[config.mk]
export PLATFORM = sky130hd
export DESIGN_NAME = and_gate_mul_seq
export DESIGN_NICKNAME = d
export VERILOG_FILES = /design/src/rtl/and_gate_mul_seq.sv
export SDC_FILE = /design/constraint.sdc
export NUM_CORES = 1
export LEC_CHECK = 0
export CELL_PAD_IN_SITES_DETAIL_PLACEMENT = 1
export CELL_PAD_IN_SITES_GLOBAL_PLACEMENT = 1
export CORE_MARGIN = 5
export CORE_UTILIZATION = 40
export CTS_BUF_LIST = sky130_fd_sc_hd__clkbuf_16
export CTS_CLUSTER_DIAMETER = 30
export DETAILED_ROUTE_END_ITERATION = 6
export PLACE_DENSITY = 0.94
export REMOVE_ABC_BUFFERS = 1
export SYNTH_ARGS = -nofsm -noshare
export SYNTH_HDL_FRONTEND = slang
export SYNTH_SLANG_ARGS = --single-unit
[constraint.sdc]
create_clock -name clk -period 3.88 [get_ports clk]
set_input_delay 0.776 -clock clk [delete_from_list [all_inputs] [get_ports clk]]
set_output_delay 0.776 -clock clk [all_outputs]
set_load 0.005 [all_outputs]
[src/rtl/and_gate_mul_seq.sv]
// Shift-add multiply sequencer driving an external gated-AND slice; one op in flight.
// Latency WIDTH RUN cycles after accept (data-dependent when MUL_EARLY_EXIT_EN is defined).
// Backpressure: in_ready only in IDLE; product held in DONE until out_ready.
module and_gate_mul_seq #(
  parameter int WIDTH = 4
) (
  input  logic                 clk,
  input  logic                 rst_n,
  input  logic                 in_valid,
  output logic                 in_ready,
  input  logic [WIDTH-1:0]     op_a,
  input  logic [WIDTH-1:0]     op_b,
  output logic [WIDTH-1:0]     and_a,
  output logic                 and_s,
  input  logic [WIDTH-1:0]     and_res,
  output logic                 out_valid,
  input  logic                 out_ready,
  output logic [2*WIDTH-1:0]   product,
  output logic                 busy
);

  localparam int CW = (WIDTH > 1) ? $clog2(WIDTH) : 1;
  localparam logic [CW-1:0] LAST = CW'(WIDTH - 1);

  localparam logic [1:0] IDLE = 2'd0;
  localparam logic [1:0] RUN  = 2'd1;
  localparam logic [1:0] DONE = 2'd2;

  logic [1:0]         state;
  logic [WIDTH-1:0]   aReg;
  logic [WIDTH-1:0]   bReg;
  logic [2*WIDTH-1:0] acc;
  logic [2*WIDTH-1:0] partial;
  logic [CW-1:0]      cnt;
  logic               lastStep;

  assign partial = {{WIDTH{1'b0}}, and_res} << cnt;

`ifdef MUL_EARLY_EXIT_EN
  // Stop as soon as no multiplier bits remain above the one being added now.
  assign lastStep = (cnt == LAST) || ((bReg >> 1) == '0);
`else
  assign lastStep = (cnt == LAST);
`endif

  always_ff @(posedge clk or negedge rst_n) begin
    if (!rst_n) begin
      state <= IDLE;
      aReg  <= '0;
      bReg  <= '0;
      acc   <= '0;
      cnt   <= '0;
    end else begin
      case (state)
        IDLE: begin
          if (in_valid) begin
            aReg  <= op_a;
            bReg  <= op_b;
            acc   <= '0;
            cnt   <= '0;
            state <= RUN;
          end
        end
        RUN: begin
          acc  <= acc + partial;
          bReg <= bReg >> 1;
          // cnt stops at its final value instead of wrapping
          if (lastStep) state <= DONE;
          else          cnt   <= cnt + CW'(1);
        end
        DONE: begin
          if (out_ready) state <= IDLE;
        end
        default: state <= IDLE;
      endcase
    end
  end

  assign in_ready  = (state == IDLE);
  assign out_valid = (state == DONE);
  assign busy      = (state == RUN) || (state == DONE);
  // Slice inputs are forced to zero outside RUN so its output is quiet.
  assign and_a     = (state == RUN) ? aReg : '0;
  assign and_s     = (state == RUN) && bReg[0];
  assign product   = out_valid ? acc : '0;

endmodule

* Yosys cells after proc, flatten, opt, wreduce, memory -nomap -nowiden
Cells that the tools add are included.
** Cells by class
- Multiplexer cells :: 13
- Reductions and logical operators :: 8
- Add/subtract/negate cells :: 2
- Equality and inequality tests :: 7
- Shifts and indexed selects :: 1
** Operator list (number)
- $mux W8 :: 2
- $pmux W8 S2 :: 1
- $mux W2 :: 5
- $add A8 B8 Y8 :: 1
- $mux W4 :: 2
- $pmux W4 S2 :: 1
- $shl A4 B2 Y8 :: 1
- $ne A2 B2 Y1 const B :: 3
- $pmux W2 S3 :: 1
- $reduce_and A3 Y1 :: 2
- $eq A2 B2 Y1 const B :: 2
- $pmux W2 S2 :: 1
- $reduce_and A2 Y1 :: 2
- $add A2 B1 Y2 const B :: 1
- $eq A2 B1 Y1 const B :: 1
- $logic_not A2 Y1 :: 1
- $ne A2 B1 Y1 const B :: 1
- $reduce_bool A2 Y1 :: 1
- $logic_and A1 B1 Y1 :: 1
- $logic_or A1 B1 Y1 :: 1
** Storage, ports and cells
- Bits in registers :: 20
- Input bits :: 16
- Output and inout port bits :: 16
- Word-level logic and storage cells :: 36

* Logic depth before layout (Yosys ltp)
- Word-level depth :: 3
- Depth in mapped cells :: 8
- Gate-level depth less buffers :: 7

* Worst setup path before layout
Ideal clock, no wire load.
- Path kind :: in2reg
- From :: input and_res[0]
- To :: register acc[6]
- Arrival :: 2.342 ns
- Setup slack :: 1.407 ns
- Buffers on the path :: 0
- Library setup time :: 0.131 ns
- Stages on the path :: 7
- Data required time :: 3.749 ns
- Cell sequence :: nor3b_1 -> ha_1 -> fa_1 -> a211oi_1 -> o21bai_2 -> mux2i_1 -> or3_1
** Between the ends
- Cells in the longest elaborated chain, start to end :: 3
** RTL lines
- start, declared :: line 15 : input logic [WIDTH-1:0] and_res,
- $shl A4 B2 Y8 :: line 37 : assign partial = {{WIDTH{1'b0}}, and_res} << cnt;
- $add A8 B8 Y8 :: line 65 : acc <= acc + partial;
- $pmux W8 S2 :: line 54 : case (state)
- end signal, assigned :: line 65
- end, declared :: line 32 : logic [2*WIDTH-1:0] acc;
Every way passes these cells.
A chain may end at the register's enable or synchronous reset.

* Final worst setup path
- From :: register state[1]
- To :: output and_s
** Between the ends
- Cells in the longest elaborated chain, start to end :: 2
** RTL lines
- start, declared :: line 29 : logic [1:0] state;
- start signal, assigned :: line 48 : state <= IDLE;
- start signal, assigned :: line 61 : state <= RUN;
- start signal, assigned :: line 68 : if (lastStep) state <= DONE;
- $eq A2 B1 Y1 :: line 84 : assign and_s = (state == RUN) && bReg[0];
- $logic_and A1 B1 Y1 :: line 84
- end, declared :: line 14 : output logic and_s,
Every way passes these cells.

==> run summary <==
final hold vios -> 0
Setup CP Type -> register to output pin
Async SR Flop Fraction -> 100%
YS warnings -> 0
diode count -> 0
Post-CTS Hold Fix Bufs -> 0
fin nets -> 203
synthesized cell area -> 1390 µm²
row cnt -> 21
reg2reg start -> cnt[0]
critical path required time -> 3100 ps
worst hold start -> aReg[1]
initial antenna violation count -> 0
first-pass GRT wire length -> 6500 µm
R2R depth -> 7
clock skew -> 1.07 ps
CTS sink count -> 20
Die Span X -> 68.9 µm
WL/cell -> 18.4 µm
GRT Residual Overflow -> 0
maxcap violations -> 0
Clk pin slew, worst setup/hold paths -> 60 ps
distinct cell type count after synthesis -> 41
DR top layer -> met4
1st-pass router iterations -> 4
H-tree depth -> 1
#FFs+latches synth -> 20
fmax -> 358 MHz
worst slew pin tran -> 957 ps
num ports -> 32
largest net degree at the start of global routing -> 21
routability cong. -> 0.799
register area share after synthesis -> 36.1%
RSZ-0062 raised after global routing -> no
Final min period -> 2800 ps
setup bufs post-CTS -> 0
critical path capture point -> and_s
DRT Wirelength -> 4040 µm
gr usage total -> 18.9%
HP Class -> register to register
Die ar. -> 4740 µm²
clock buffer depth -> 2
power per cell area -> 859 nW/µm²
IO Port Bufs -> 31
setup TNS -> 0 ps
CTS Buf Count -> 3
Pleak -> 0.785 nW
DIE HEIGHT -> 68.9 µm
worst path cell trace -> inv_1 -> ha_1 -> and2_1 -> clkdlybuf4s50_1
share of layout cells above drive strength 1 -> 9.25%
Setup crit start kind -> register
endpoint class of the critical path -> output pin
Peak supply drop -> 0.330 mV
cts repair resizes -> 0
DR vias -> 1210
Setup-failing EPs final -> 0
CORE AREA -> 3340 µm²
CP max FO -> 16
Syn Area/Cell -> 9.69 µm²
status -> finished, final reports clean
starting density of the core -> 41.5%
reg-to-reg setup timing slack -> 1420 ps
routed length on met2 -> 2160 µm
vias per inst -> 5.53
Max stage delay on crit path -> 530 ps
DRC violations left -> 0
worst-skew pair later-pin latency -> 260 ps
Worst Path Arrival -> 2020 ps
period utilisation layout -> 72.1%
antenna viol nets, final -> 0
CTS tree -> yes
CP startpoint -> state[1]
Power Total -> 1.56 mW
dpl hpwl -> 2980 µm
Iter 0 DRT Violations -> 60
max_slew headroom -> 36.0%
Slew Viols, Final -> 0
EDFF count, synth -> 0
clk root buf -> clkbuf_16
detailed route wirelength on metal3 -> 180 µm
CP max-delay cell -> clkdlybuf4s50_1
met1 WL -> 1640 µm
area grow syn2layout -> 30.7%
Main synth FF type -> dfrtp_1
gate count after technology mapping -> 143
vias in the first global route -> 1376
RR Endpoint -> acc[6]
==> layout make-up <==
type	count	area, µm²
inverter	6	22.5
timing repair buffer	32	318
clock buffer	3	75.1
multi-input combinational	112	838
tap	46	57.6
sequential	20	500
fill	399	1530
==> logic make-up (layout without fill, tap and decap cells) <==
family | after synthesis | count (layout) | synth area share [%]
muxes | 12 | 12 | 9.12
adders and majority gates | 12 | 12 | 11.4
AOI/OAI and AO/OA | 44 | 44 | 19.7
buffers and inverters | 11 | 41 | 3.43
and+or+nand+nor | 40 | 40 | 17.8
DFF | 20 | 20 | 36.1
xor gates and xnor gates | 4 | 4 | 2.53
==> power by group <==
group / switching (mW) / total [mW] / internal, mW
logic: 0.488 / 0.936 / 0.448
registers: 0.0949 / 0.405 / 0.310
clock network: 0.0795 / 0.216 / 0.136
total: 0.662 / 1.56 / 0.895
==> critical path: cells and delay by family (launching register included) <==
family	cells	cell delay, ps
and+or+nand+nor	1	230
adders and majority gates	1	520
DFF	1	410
buffers and inverters	2	620
==> worst min path at each step <==
stage	slack, ps	cells past startpoint	end
after detailed placement	490	1	aReg[2]
final	500	1	aReg[1]
after global placement	480	1	aReg[0]
after CTS	500	1	aReg[2]
after global routing	520	1	aReg[1]
after floorplan	460	2	bReg[3]
==> synthesized netlist by cell type (all sizes together), types with 3 or more instances <==
| cell | number | area (µm²) |
|---|---|---|
| a21oi | 13 | 72.6 |
| and2 | 13 | 81.3 |
| buf | 3 | 17.5 |
| dfrtp | 20 | 500 |
| ha | 11 | 138 |
| inv | 6 | 22.5 |
| mux2 | 5 | 56.3 |
| mux2i | 7 | 70.1 |
| nand2 | 12 | 52.6 |
| nor2b | 3 | 26.3 |
| o21ai | 15 | 75.1 |
| o22ai | 4 | 25.0 |
==> routing by layer <==
layer / GRT usage, % / vias up
met1: 21.3 / 603
met5: 0 / -
met3: 2.92 / 5
li1: - / 574
met4: 7.30 / 0
met2: 35.2 / 28
==> cell usage in the layout, fill, tap and decap left out, types with 2 or more instances in the layout <==
cell,n
clkdlybuf4s50_1,31
ha_1,11
inv_1,6
a32o_1,2
xor2_1,2
nand4b_1,2
mux2_2,5
o21ai_0,12
o21ai_1,3
a21oi_2,2
and2_1,13
nor2_1,2
a211oi_1,2
nor2b_1,2
a21oi_1,11
o22ai_1,4
dfrtp_1,20
xnor2_1,2
nand2_1,11
mux2i_1,7
clkbuf_16,3
==> flip-flops by register name (all words and copies together), names as in the netlist <==
register  flops
bReg          4
state         2
acc           8
cnt           2
aReg          4
==> per-stage QoR <==
stage	instance area (µm²)	cells	hold WS, ps	setup slack, ps	util [%]
4_1_cts	1810	219	502	1060	54.3
5_1_grt	1810	219	525	960	54.3
2_1_floorplan	1360	138	465	1410	-
3_5_place_dp	1740	216	489	826	52.0
6_report	1810	219	501	1080	54.3
3_3_place_gp	1740	216	482	898	52.0
Note: power is estimated with default switching activity, not from simulation.
